**config.mk**
```make
export PLATFORM = sky130hd
export DESIGN_NAME = spi_cfg_master
export DESIGN_NICKNAME = d
export VERILOG_FILES = /design/src/rtl/spi_cfg_master.sv
export SDC_FILE = /design/constraint.sdc
export NUM_CORES = 1
export LEC_CHECK = 0
export BUFFER_PORTS_ARGS = -buffer_cell sky130_fd_sc_hd__buf_2
export CAP_MARGIN = 30
export CORE_MARGIN = 3
export CORE_UTILIZATION = 60
export DETAILED_ROUTE_END_ITERATION = 10
export GPL_TIMING_DRIVEN = 0
export PLACE_DENSITY = 0.92
export SETUP_SLACK_MARGIN = 0.3
export SLEW_MARGIN = 10
export SYNTH_ARGS = -nofsm -noshare
export SYNTH_HDL_FRONTEND = slang
export SYNTH_SLANG_ARGS = --single-unit
```
**constraint.sdc**
```tcl
create_clock -name clk -period 3.5 [get_ports clk]
set_clock_uncertainty 0.15 [all_clocks]
set_input_delay 0.175 -clock clk [delete_from_list [all_inputs] [get_ports clk]]
set_output_delay 0.175 -clock clk [all_outputs]
set_load 0.02 [all_outputs]
```
**src/rtl/spi_cfg_master.sv**
```systemverilog
// SPI mode-0 master for the 2-bit-address / 32-bit-data config slave; one request -> one frame.
// Optional SPI_CFG_WRITE_VERIFY_EN: every write is followed by an automatic readback and compare (adds verify_err_o).
module spi_cfg_master #(
  parameter int CLK_DIV = 4,
  parameter int TA_BITS = 1,
  parameter int CS_GAP  = 2
) (
  input  logic        clk,
  input  logic        rst_n,
  input  logic        req_valid_i,
  output logic        req_ready_o,
  input  logic        req_we_i,
  input  logic [1:0]  req_addr_i,
  input  logic [31:0] req_wdata_i,
  output logic        rsp_valid_o,
  output logic [31:0] rsp_rdata_o,
  output logic        busy_o,
  output logic        spi_scs_o,
  output logic        spi_sck_o,
  output logic        spi_sdo_o,
  input  logic        spi_sdi_i
`ifdef SPI_CFG_WRITE_VERIFY_EN
  ,
  output logic        verify_err_o
`endif
);

  localparam int         GAP_CYC    = CS_GAP * CLK_DIV;
  localparam logic [5:0] LAST_WR    = 6'd34;
  localparam logic [5:0] LAST_RD    = 6'(34 + TA_BITS);
  localparam logic [5:0] DATA_START = 6'(3 + TA_BITS);

  typedef enum logic [2:0] {ST_IDLE, ST_SETUP, ST_SHIFT, ST_HOLD, ST_GAP} state_t;

  state_t      state;
  logic [7:0]  div_cnt;
  logic [5:0]  bit_cnt;
  logic [15:0] gap_cnt;
  logic [33:0] shreg;
  logic        we_q;
  logic [31:0] rd_sh;
  logic        tick;
`ifdef SPI_CFG_WRITE_VERIFY_EN
  logic [1:0]  addr_q;
  logic [31:0] wdata_q;
  logic        vrd_q;
`endif

  assign tick   = (div_cnt == 8'(CLK_DIV - 1));
  assign busy_o = (state != ST_IDLE);

  always_ff @(posedge clk or negedge rst_n) begin
    if (!rst_n) begin
      state       <= ST_IDLE;
      div_cnt     <= '0;
      bit_cnt     <= '0;
      gap_cnt     <= '0;
      shreg       <= '0;
      we_q        <= 1'b0;
      rd_sh       <= '0;
      req_ready_o <= 1'b1;
      rsp_valid_o <= 1'b0;
      rsp_rdata_o <= '0;
      spi_scs_o   <= 1'b1;
      spi_sck_o   <= 1'b0;
      spi_sdo_o   <= 1'b0;
`ifdef SPI_CFG_WRITE_VERIFY_EN
      addr_q       <= '0;
      wdata_q      <= '0;
      vrd_q        <= 1'b0;
      verify_err_o <= 1'b0;
`endif
    end else begin
      rsp_valid_o <= 1'b0;
      if (state == ST_IDLE) div_cnt <= '0;
      else                  div_cnt <= tick ? 8'd0 : div_cnt + 8'd1;

      case (state)
        ST_IDLE: begin
          if (req_valid_i && req_ready_o) begin
            we_q        <= req_we_i;
            shreg       <= {req_addr_i, req_we_i ? req_wdata_i : 32'd0};
            spi_sdo_o   <= req_we_i;
            spi_scs_o   <= 1'b0;
            req_ready_o <= 1'b0;
            bit_cnt     <= '0;
            state       <= ST_SETUP;
`ifdef SPI_CFG_WRITE_VERIFY_EN
            addr_q  <= req_addr_i;
            wdata_q <= req_wdata_i;
            vrd_q   <= 1'b0;
`endif
          end
        end
        ST_SETUP: if (tick) state <= ST_SHIFT;
        ST_SHIFT: begin
          if (tick) begin
            if (!spi_sck_o) begin
              spi_sck_o <= 1'b1;
              if (!we_q && bit_cnt >= DATA_START) rd_sh <= {rd_sh[30:0], spi_sdi_i};
            end else begin
              spi_sck_o <= 1'b0;
              if (bit_cnt == (we_q ? LAST_WR : LAST_RD)) begin
                spi_sdo_o <= 1'b0;
                state     <= ST_HOLD;
              end else begin
                bit_cnt   <= bit_cnt + 6'd1;
                spi_sdo_o <= shreg[33];
                shreg     <= {shreg[32:0], 1'b0};
              end
            end
          end
        end
        ST_HOLD: begin
          if (tick) begin
            spi_scs_o <= 1'b1;
`ifdef SPI_CFG_WRITE_VERIFY_EN
            if (we_q) begin
              // readback restarts straight from GAP, so it needs one more gap cycle than the IDLE path
              state   <= ST_GAP;
              gap_cnt <= 16'(GAP_CYC - 1);
            end else begin
              rsp_valid_o  <= 1'b1;
              rsp_rdata_o  <= rd_sh;
              verify_err_o <= vrd_q && (rd_sh != wdata_q);
`else
            begin
              rsp_valid_o <= 1'b1;
              rsp_rdata_o <= we_q ? 32'd0 : rd_sh;
`endif
              if (GAP_CYC < 2) begin
                state       <= ST_IDLE;
                req_ready_o <= 1'b1;
              end else begin
                state   <= ST_GAP;
                gap_cnt <= 16'(GAP_CYC - 2);
              end
            end
          end
        end
        ST_GAP: begin
          if (gap_cnt != 16'd0) begin
            gap_cnt <= gap_cnt - 16'd1;
`ifdef SPI_CFG_WRITE_VERIFY_EN
          end else if (we_q) begin
            we_q      <= 1'b0;
            vrd_q     <= 1'b1;
            shreg     <= {addr_q, 32'd0};
            spi_sdo_o <= 1'b0;
            spi_scs_o <= 1'b0;
            bit_cnt   <= '0;
            div_cnt   <= '0;
            state     <= ST_SETUP;
`endif
          end else begin
            state       <= ST_IDLE;
            req_ready_o <= 1'b1;
          end
        end
        default: state <= ST_IDLE;
      endcase
    end
  end

endmodule

```
==> impl_metrics.toml, run 1 <==
[setup_path]
cp_max_fo = 10
required_ns = 3.74
critPathArrivalTime_ns = 3.09
reg2reg_slack_ns = 0.66
crit_type = "register to register"
r2r_end = "shreg[19]"
cp_top_family = "simple AND/OR/NAND/NOR gates"
slowest_delay_ns = 0.53
crit_buf_inv = 2
crit_path_end_kind = "register"
reg2reg_from = "div_cnt[0]"
startpoint_type = "register"
slowest_stage = "nor3b_2"
path_cells = "ha_1, nor3b_2, nand4_1, a21boi_1, buf_2, buf_4, mux2_2"
worstSetupStartpoint = "div_cnt[0]"
reg2reg_depth = 7

[floorplan]
ios = 77
row_count = 36
initial_utilization_pct = 63.39
die_w_um = 108.8
dieArea_um2 = 11830
core_area_um2 = 10000
die_y_um = 108.8

[clock_tree]
clkSlewWorstSetupHoldPaths_ns = 0.06
postCtsSetupRepairBufs = 0
cts_tree = "done"
clkLatencyLatePin_ns = 0.52
cts_buffers = 17
cts_max_level = 4
root_buffer = "clkbuf_8"
clockBufferDepth = 2
cts.sinks = 137

[yosys]
syn_inst = 601
ys_warn_count = 0
ys_ff_latch = 137
yosys.area.top_type = "dfrtp_1"
synth_area_leaders = "dfrtp_1 (53%), mux2_2 (11%), nand2_1 (9.0%), nand3b_1 (3.8%), o21ai_0 (3.0%)"
async_flop_share_pct = 100.0
ys_dominant_reg_cell = "dfrtp_1"
seq_area_frac_synth_pct = 54.13
synth_cell_types = 49
synth_area_um2 = 6339
syn_area_per_cell_um2 = 10.55
synth-edff-count = 0
synth_top_area_share_pct = 53.30
synth_fp_nets = 644

[final_layout]
final_common_cell = "nand2_1"
most-common-layout-cells = "nand2_1 (152), dfrtp_1 (135), buf_2 (76)"
fin_util_pct = 78.97
nNetsFinal = 776
diodes = 0
fin_area_um2 = 7896
layout-drive-gt1-share_pct = 25.37
area_delta_synth_final_pct = 24.58

[power]
leakage_uw = 0.003958
irDropWorstVdd_mv = 0.4325
p_int_uw = 3270
p_per_area_nw_per_um2 = 582.4
p_clk_share_pct = 40.4
switching_power_uw = 1328
swShare_pct = 28.88
seqPwrFrac_pct = 41.4
p_comb_share_pct = 18.2

[routing]
first_pass_iters = 5
drc = 0
vias = 5095
wl_um = 15460
postRouteAntennaNets = 0
post_drt_wl_per_cell_um = 17.60
viasPerCell = 5.803
first_iter_violations = 501

[sta]
setup_slack_ns = 0.6585
min_period_over_period_pct = 81.19
drv_slew = 0
holdWs_ns = 0.06956
max_slew.worst_pin.slew_ns = 0.6920
setup_viol = 0
period_needed_ns = 2.842
max_freq_mhz = 351.9
rsz0062_at_grt = "false"
relSlewSlack_pct = 53.77
setup_tns_ns = 0
hold_viol_final = 0

[worst_hold_path]
hold_path_depth = 4
hold_path_end = "shreg[25]"
min_path_type = "input port to register"
min-delay-start = "req_wdata_i[25]"

[placement]
io_buffer_count = 75
globalplace.congestion = 0.8509
hpwl_um = 9184
placed_area_um2 = 6914
post-place-ws_ns = 0.6957

[flow_run]
max_cap_viol_count = 0

[global_routing]
antenna_found_initial = 0
grt_first_pass_wirelength_um = 25240
grt-ovfl-total = 0
first_global_vias = 5262
grt_max_degree = 95
track_usage_pct = 27.61

[status]
status = "finished clean"
-- registers in the layout (all words and copies together), names as in the netlist, 3 cells and up --
register	count
rsp_rdata_o	32
gap_cnt	16
shreg	34
bit_cnt	6
rd_sh	32
state	3
div_cnt	8
-- how the worst max path moves through the flow --
stage	depth (start not counted)	end	slack (ns)
after global placement	1	rsp_rdata_o[25]	0.39
after floorplan	6	rd_sh[10]	1.07
final	7	shreg[19]	0.66
after global routing	7	rsp_rdata_o[10]	0.51
after CTS	7	rsp_rdata_o[10]	0.68
after detailed placement	6	rd_sh[6]	0.70
-- logic make-up (layout without fill, tap and decap cells) --
| group | count (synthesis) | after routing | synth area share, % |
|---|---|---|---|
| buffers and inverters | 43 | 187 | 3.178 |
| xor gates and xnor gates | 9 | 9 | 1.244 |
| and+or+nand+nor | 266 | 266 | 20.98 |
| AOI/OAI and AO/OA | 70 | 70 | 6.988 |
| adders and majority gates | 4 | 4 | 0.7896 |
| muxes | 72 | 72 | 12.69 |
| DFF | 137 | 137 | 54.13 |
-- worst register-to-register path, stage by stage, from the launching register on --
cell and delay (ns):
dfrtp_1 0.41, ha_1 0.26, nor3b_2 0.53, nand4_1 0.28, a21boi_1 0.19, buf_2 0.27, buf_4 0.25, mux2_2 0.38
-- timing repair --
item / 4_1_cts / 5_1_grt
hold buffers: 37 / 0
endpoints found under the hold margin: 170 / 0
resized for setup: 0 / 0
-- layer usage --
| metal | wire length (µm) | GRT usage, % |
|---|---|---|
| met2 | 7874 | 46.16 |
| met4 | 510 | 13.62 |
| met5 | 0 | 0 |
| met3 | 850 | 7.874 |
| met1 | 6221 | 32.80 |
-- layout make-up --
type | instances | area, µm²
Clock buffer | 18 | 417.9
Buffer | 34 | 167.7
Clock inverter | 13 | 193.9
Sequential cell | 137 | 3431
Inverter | 9 | 33.78
Timing Repair Buffer | 113 | 779.5
Multi-Input combinational cell | 421 | 2706
Fill cell | 583 | 2103
Tap cell | 133 | 166.4
-- through the flow --
| step | instances | total power, µW |
|---|---|---|
| 4_1_cts | 878 | 4590 |
| 2_1_floorplan | 601 | 2435 |
| 5_1_grt | 878 | 4802 |
| 3_5_place_dp | 810 | 2689 |
| 6_report | 878 | 4599 |
| 3_3_place_gp | 809 | 2630 |
-- cell usage after synthesis (3+ instances only) --
library cell	number
o41ai_1	4
o211ai_1	3
a21oi_1	5
nand3_1	16
buf_4	4
a31oi_1	4
o21ai_0	38
clkbuf_1	22
nor2_1	10
or4_1	8
o31ai_1	3
inv_1	8
and3_1	7
xor2_1	6
buf_1	3
buf_6	3
mux2i_1	5
mux2_1	3
nand2_1	152
nand2b_1	3
or3_1	5
nand3b_1	32
nor3_1	8
nand4_1	5
mux2_2	64
dfrtp_1	135
o311ai_0	3
ha_1	4
xnor2_1	3
nor4_1	7
-- power groups by stage --
stage	logic [µW]	clock network (µW)	registers [µW]
2_1_floorplan	540	0	1900
3_3_place_gp	726	0	1900
3_5_place_dp	771	0	1920
4_1_cts	820	1880	1890
5_1_grt	922	1960	1920
6_report	838	1860	1900
Note: power is estimated with default switching activity, not from simulation.
==> run 2: changes to the inputs <==
- ABC_AREA: not set -> 1
- CORE_UTILIZATION: 60 -> 53
- PLACE_DENSITY: 0.92 -> 0.87
- clock period: 3.5 -> 2.3 ns (I/O delays scaled with it)
==> run 2 against run 1 <==
Against the previous run: die area increased by 15%; critical endpoint is now shreg[31]; largest power group is now the clock network; highest routed layer unchanged; critical path depth increased by 4; sequential power increased by 27%.
==> impl_metrics.toml, run 2 <==
[floorplan]
die_y_um = 116.4
die_w_um = 116.4
row_count = 39
ios = 77
initial_utilization_pct = 55.40
dieArea_um2 = 13550
core_area_um2 = 11660

[final_layout]
reg_top3 = "shreg (34), rd_sh (32), rsp_rdata_o (32)"
layout-drive-gt1-share_pct = 18.80
layout.cells.non_filler = 1106
diodes = 0
nNetsFinal = 993
largest_register_ffs = 34
most-common-layout-cells = "nand2_1 (340), dfrtp_1 (134), buf_2 (83)"
area_delta_synth_final_pct = 26.76
final_common_cell = "nand2_1"
max_flop_register = "shreg"
fin_area_um2 = 8190

[placement]
io_buffer_count = 75
post-place-ws_ns = 0.1256
place_inst = 1030
hpwl_um = 9767
placed_area_um2 = 7049
globalplace.congestion = 0.8518

[sta]
setup_slack_ns = 0.2848
rsz0062_at_grt = "true"
hold_viol_final = 0
max_slew.worst_pin.slew_ns = 0.7247
drv_slew = 0
period_needed_ns = 2.015
setup_viol = 0
min_period_over_period_pct = 87.62
relSlewSlack_pct = 51.68
holdWs_ns = 0.03131
max_freq_mhz = 496.2

[yosys]
synth_most_common_cell = "nand2_1"
synth-edff-count = 0
ys_warn_count = 0
synth_area_um2 = 6461
synth_fp_nets = 854
yosys.area.top_type = "dfrtp_1"
synth_cell_types = 28
ys_dominant_reg_cell = "dfrtp_1"
async_flop_share_pct = 100.0
seq_area_frac_synth_pct = 53.10
syn_inst = 811
synth_top_area_share_pct = 52.29
ys_ff_latch = 137
synth_common_cells = "nand2_1 (345), dfrtp_1 (135), inv_1 (59)"
synth_area_leaders = "dfrtp_1 (52%), nand2_1 (20%), nand3_1 (4.4%), o21ai_0 (3.6%), inv_1 (3.4%)"
syn_area_per_cell_um2 = 7.967

[power]
irDropWorstVdd_mv = 0.5933
leakage_uw = 0.004279
p_per_area_nw_per_um2 = 645.8
power_uw = 5289

[setup_path]
crit_path_end_kind = "register"
cp_max_fo = 6
required_ns = 2.45
reg2reg_slack_ns = 0.28
reg2reg_from = "div_cnt[0]"
critPathArrivalTime_ns = 2.17
crit_type = "register to register"
reg2reg_depth = 11
r2r_end = "shreg[31]"
startpoint_type = "register"

[routing]
vias = 5946
postRouteAntennaNets = 0
viasPerCell = 5.376
drc = 0
first_iter_violations = 577
post_drt_wl_per_cell_um = 14.81
wl_um = 16380
first_pass_iters = 5

[global_routing]
grt_max_degree = 80
first_global_vias = 5736
antenna_found_initial = 0
track_usage_pct = 24.94
grt-ovfl-total = 0
grt_first_pass_wirelength_um = 26440

[status]
status = "finished clean"

[clock_tree]
clockBufferDepth = 2
cts_max_level = 4
clkLatencyLatePin_ns = 0.43
cts.sinks = 137
cts_buffers = 17
root_buffer = "clkbuf_16"
clkSlewWorstSetupHoldPaths_ns = 0.06
cts_tree = "done"

[worst_hold_path]
hold_path_depth = 3
min_path_type = "input port to register"
min-delay-start = "req_valid_i"
hold_path_end = "we_q"

[flow_run]
max_cap_viol_count = 0
[run 2: cell types whose count changed in the layout (fill, tap and decap cells not counted), moves of 8 or more]
cell and change:
buf_4 +11, nand3_1 +41, or4_1 -8, o31ai_2 +8
nor2_1 +34, inv_1 +51, o31ai_1 +20, nand3b_1 -29
clkbuf_1 -10, mux2_2 -64, nand2_1 +188
[run 2: critical path: stages, from the launching register on]
cell,delay [ns]
dfrtp_1,0.36
ha_2,0.20
nand2_1,0.08
nor2_2,0.13
nand2_4,0.10
nand2_2,0.08
nand2_2,0.07
nand3b_1,0.15
buf_4,0.17
buf_2,0.16
nand2_1,0.13
nand2_1,0.11
[run 2: cells by family after synthesis]
| family | count (synthesis) | share of synthesized area (%) |
|---|---|---|
| AND/OR/NAND/NOR | 474 | 30.00 |
| flip-flops | 137 | 53.10 |
| buffers and inverters | 104 | 6.758 |
| AO/OA/AOI/OAI | 84 | 8.288 |
| XOR/XNOR | 8 | 1.084 |
| adder cells (fa/ha/maj) | 4 | 0.7746 |
[run 2: area by class of cell]
cell class / instances / area [µm²]
clock buffer: 19 / 452.9
timing repair buffer: 120 / 827.0
fill: 810 / 3472
tap: 143 / 178.9
buffer: 40 / 254.0
clock inverter: 13 / 142.6
multi-input combinational: 570 / 2663
sequential: 137 / 3432
inverter: 64 / 240.2
[run 2: how the worst max path moves through the flow]
stage | from | end | slack, ns | depth (start not counted)
after CTS | div_cnt[0] | shreg[9] | 0.30 | 11
after global routing | div_cnt[0] | shreg[31] | 0.20 | 11
after global placement | rst_n | rsp_rdata_o[21] | -0.88 | 1
after detailed placement | div_cnt[0] | rsp_rdata_o[7] | 0.13 | 10
final | div_cnt[0] | shreg[31] | 0.28 | 11
after floorplan | div_cnt[0] | rsp_rdata_o[10] | 0.56 | 10
[run 2: metal layers]
layer | vias to the layer above | routed length (µm) | track usage (%)
li1 | 2838 | - | -
met1 | 2834 | 6757 | 31.20
met2 | 231 | 8128 | 41.61
met3 | 43 | 1107 | 6.218
met4 | 0 | 386 | 10.21
met5 | - | 0 | 0
[run 2: power by group]
part           internal (µW)  total (µW)  switching (µW)
sequential              2410        2410               0
combinational           69.6         147            77.6
clock                   1660        2730            1070
[run 2: timing repair]
action	in CTS	in global routing
pin swaps	1	5
gates resized for setup	17	33
hold buffers	36	0
buffers inserted	3	4
endpoints found under the hold margin	112	0
cloned	1	0
setup endpoints to repair	105	122
[run 2: per-stage QoR]
step / utilization [%] / TNS, ns
after global routing: 70.23 / 0
after CTS: 69.26 / 0
final: 70.23 / 0
after floorplan: - / 0
after detailed placement: 60.44 / 0
after global placement: 60.15 / -117.94
==> run 3: changes to the inputs <==
- CELL_PAD_IN_SITES_DETAIL_PLACEMENT: not set -> 1
- CELL_PAD_IN_SITES_GLOBAL_PLACEMENT: not set -> 1
- CORE_UTILIZATION: 53 -> 43
- PLACE_DENSITY: 0.87 -> 0.85
- clock period: 2.3 -> 2.1 ns (I/O delays scaled with it)
==> run 3 against run 2 <==
Against the previous run: the run now ends with setup timing left; utilization is 4.3 points lower; worst setup slack worse by 0.31 ns; sequential power increased by 9.5%; worst hold slack better by 0.0016 ns; combinational power rose by 20%; critical path depth unchanged.
==> impl_metrics.toml, run 3 (synthesized netlist as in run 2, its figures left out) <==
[status]
status = "finished with violations"
violations = "setup timing"

[power]
switching_power_uw = 1353
p_int_uw = 4401
leakage_uw = 0.004796
irDropWorstVdd_mv = 0.5144
p_comb_share_pct = 3.1
seqPwrFrac_pct = 45.9
p_clk_share_pct = 51.0
swShare_pct = 23.52
p_per_area_nw_per_um2 = 596.2

[sta]
rsz0062_at_grt = "true"
max_freq_mhz = 471.3
setup_slack_ns = -0.02184
setup_viol = 3
setup_tns_ns = -0.02930
max_slew.worst_pin.slew_ns = 0.8918
holdWs_ns = 0.03293
relSlewSlack_pct = 40.55
min_period_over_period_pct = 101.0
hold_viol_final = 0
period_needed_ns = 2.122
drv_slew = 0

[floorplan]
dieArea_um2 = 16530
row_count = 44
initial_utilization_pct = 44.12
die_w_um = 128.6
core_area_um2 = 14640
ios = 77
die_y_um = 128.6

[routing]
vias = 7079
wl_um = 30660
first_iter_violations = 504
post_drt_wl_per_cell_um = 25.55
first_pass_iters = 5
postRouteAntennaNets = 0
viasPerCell = 5.899
drc = 0

[clock_tree]
clkSlewWorstSetupHoldPaths_ns = 0.06
clkLatencyLatePin_ns = 0.44
clockBufferDepth = 2
cts_buffers = 17
cts.sinks = 137
cts_max_level = 4
cts_tree = "done"
root_buffer = "clkbuf_16"

[setup_path]
slowest_delay_ns = 0.43
reg2reg_depth = 11
cp_top_family = "simple AND/OR/NAND/NOR gates"
reg2reg_from = "div_cnt[5]"
reg2reg_slack_ns = -0.02
slowest_stage = "dfrtp_1"
crit_path_end_kind = "register"
r2r_end = "shreg[20]"
worstSetupStartpoint = "div_cnt[5]"
crit_type = "register to register"
crit_end = "shreg[20]"
path_depth = 11
startpoint_type = "register"
required_ns = 2.26
path_cells = "inv_1, nand2_1, nor2_2, nand2_4, nand2_4, nand2_4, nand3b_1, buf_6, buf_8, nand2_2, nand2_1"
path_common_cell = "nand2_4"
crit_buf_inv = 3
critPathArrivalTime_ns = 2.28
cp_max_fo = 5

[global_routing]
grt_max_degree = 88
track_usage_pct = 26.86
grt_first_pass_wirelength_um = 35150
antenna_found_initial = 0
first_global_vias = 6836
grt-ovfl-total = 0

[final_layout]
fill_cells = 1659
multiInputGateArea_um2 = 3411
max_flop_register = "shreg"
largest_register_ffs = 34
nNetsFinal = 1045
area_delta_synth_final_pct = 49.36
final_common_cell = "nand2_1"
layout-drive-gt1-share_pct = 36.85
regArea_um2 = 3441
most-common-layout-cells = "nand2_1 (252), dfrtp_1 (127), buf_2 (77)"
reg_top3 = "shreg (34), rd_sh (32), rsp_rdata_o (32)"

[placement]
hpwl_um = 11320
post-place-ws_ns = -0.1499
globalplace.congestion = 0.7967
io_buffer_count = 75

[worst_hold_path]
min_path_type = "input port to async pin"

[flow_run]
max_cap_viol_count = 0
-- run 3: cell types whose count changed in the layout (fill, tap and decap cells not counted), sizes merged --
cell,before,now
dlygate4sd3,36,37
inv,68,64
nand2,348,349
clkinvlp,1,3
bufinv,2,1
buf,108,150
diode,0,1
clkbuf,35,48
clkinv,6,4
-- run 3: worst register-to-register path, cell delays in order, from the launching register on --
cell and delay [ns]:
dfrtp_1 0.43, inv_1 0.08, nand2_1 0.07, nor2_2 0.20
nand2_4 0.12, nand2_4 0.10, nand2_4 0.07, nand3b_1 0.24
buf_6 0.20, buf_8 0.15, nand2_2 0.08, nand2_1 0.10
-- run 3: timing repair --
action                                  4_1_cts  5_1_grt
hold endpoints to repair                    172        0
buffers inserted                             19       27
cloned                                        6        8
pin swaps                                    10       34
endpoints found under the setup margin      125      128
resized for setup                            98      221
hold buffers                                 37        0
-- run 3: routing by layer --
layer | share of wire, % | GRT usage [%] | routed length (µm)
met1 | 38 | 33.44 | 11520
met2 | 52 | 46.74 | 15820
met3 | 5.9 | 4.898 | 1805
met4 | 4.9 | 9.944 | 1511
met5 | 0 | 0 | 0
-- run 3: through the flow --
stage	area, µm²	cells	util, %	total power [µW]
final	9651	1200	65.90	5754
after global routing	9648	1199	65.88	5869
after CTS	8506	1165	58.08	5619
after detailed placement	7101	1071	48.49	2799
after global placement	7067	1070	48.26	2791
after floorplan	6461	811	-	2698
-- run 3: layout make-up --
type	count	area share, %
Tap cell	184	2.386
Buffer	39	3.980
Timing Repair Buffer	172	14.46
Inverter	64	2.515
Antenna cell	1	0.02593
Sequential cell	137	35.65
Multi-Input combinational cell	571	35.34
Clock buffer	24	4.888
Clock inverter	8	0.7520
-- run 3: worst min path at each step --
stage                            end  slack (ns)  startpoint  depth (start not counted)
after global routing      div_cnt[3]        0.09       rst_n                          2
after CTS                   shreg[2]        0.04    req_we_i                          5
final                     div_cnt[3]        0.03       rst_n                          2
after global placement      rd_sh[0]        0.23   spi_sdi_i                          3
after detailed placement  div_cnt[0]       -0.06       rst_n                          1
after floorplan           bit_cnt[0]       -0.34       rst_n                          0
-- run 3: power groups by stage --
stage | Combinational [µW] | Clock (µW) | Sequential [µW]
global placement | 103 | 0 | 2690
detailed placement | 111 | 0 | 2690
floorplan | 9.55 | 0 | 2690
CTS | 164 | 2810 | 2640
finish | 177 | 2940 | 2640
global route | 191 | 3040 | 2640
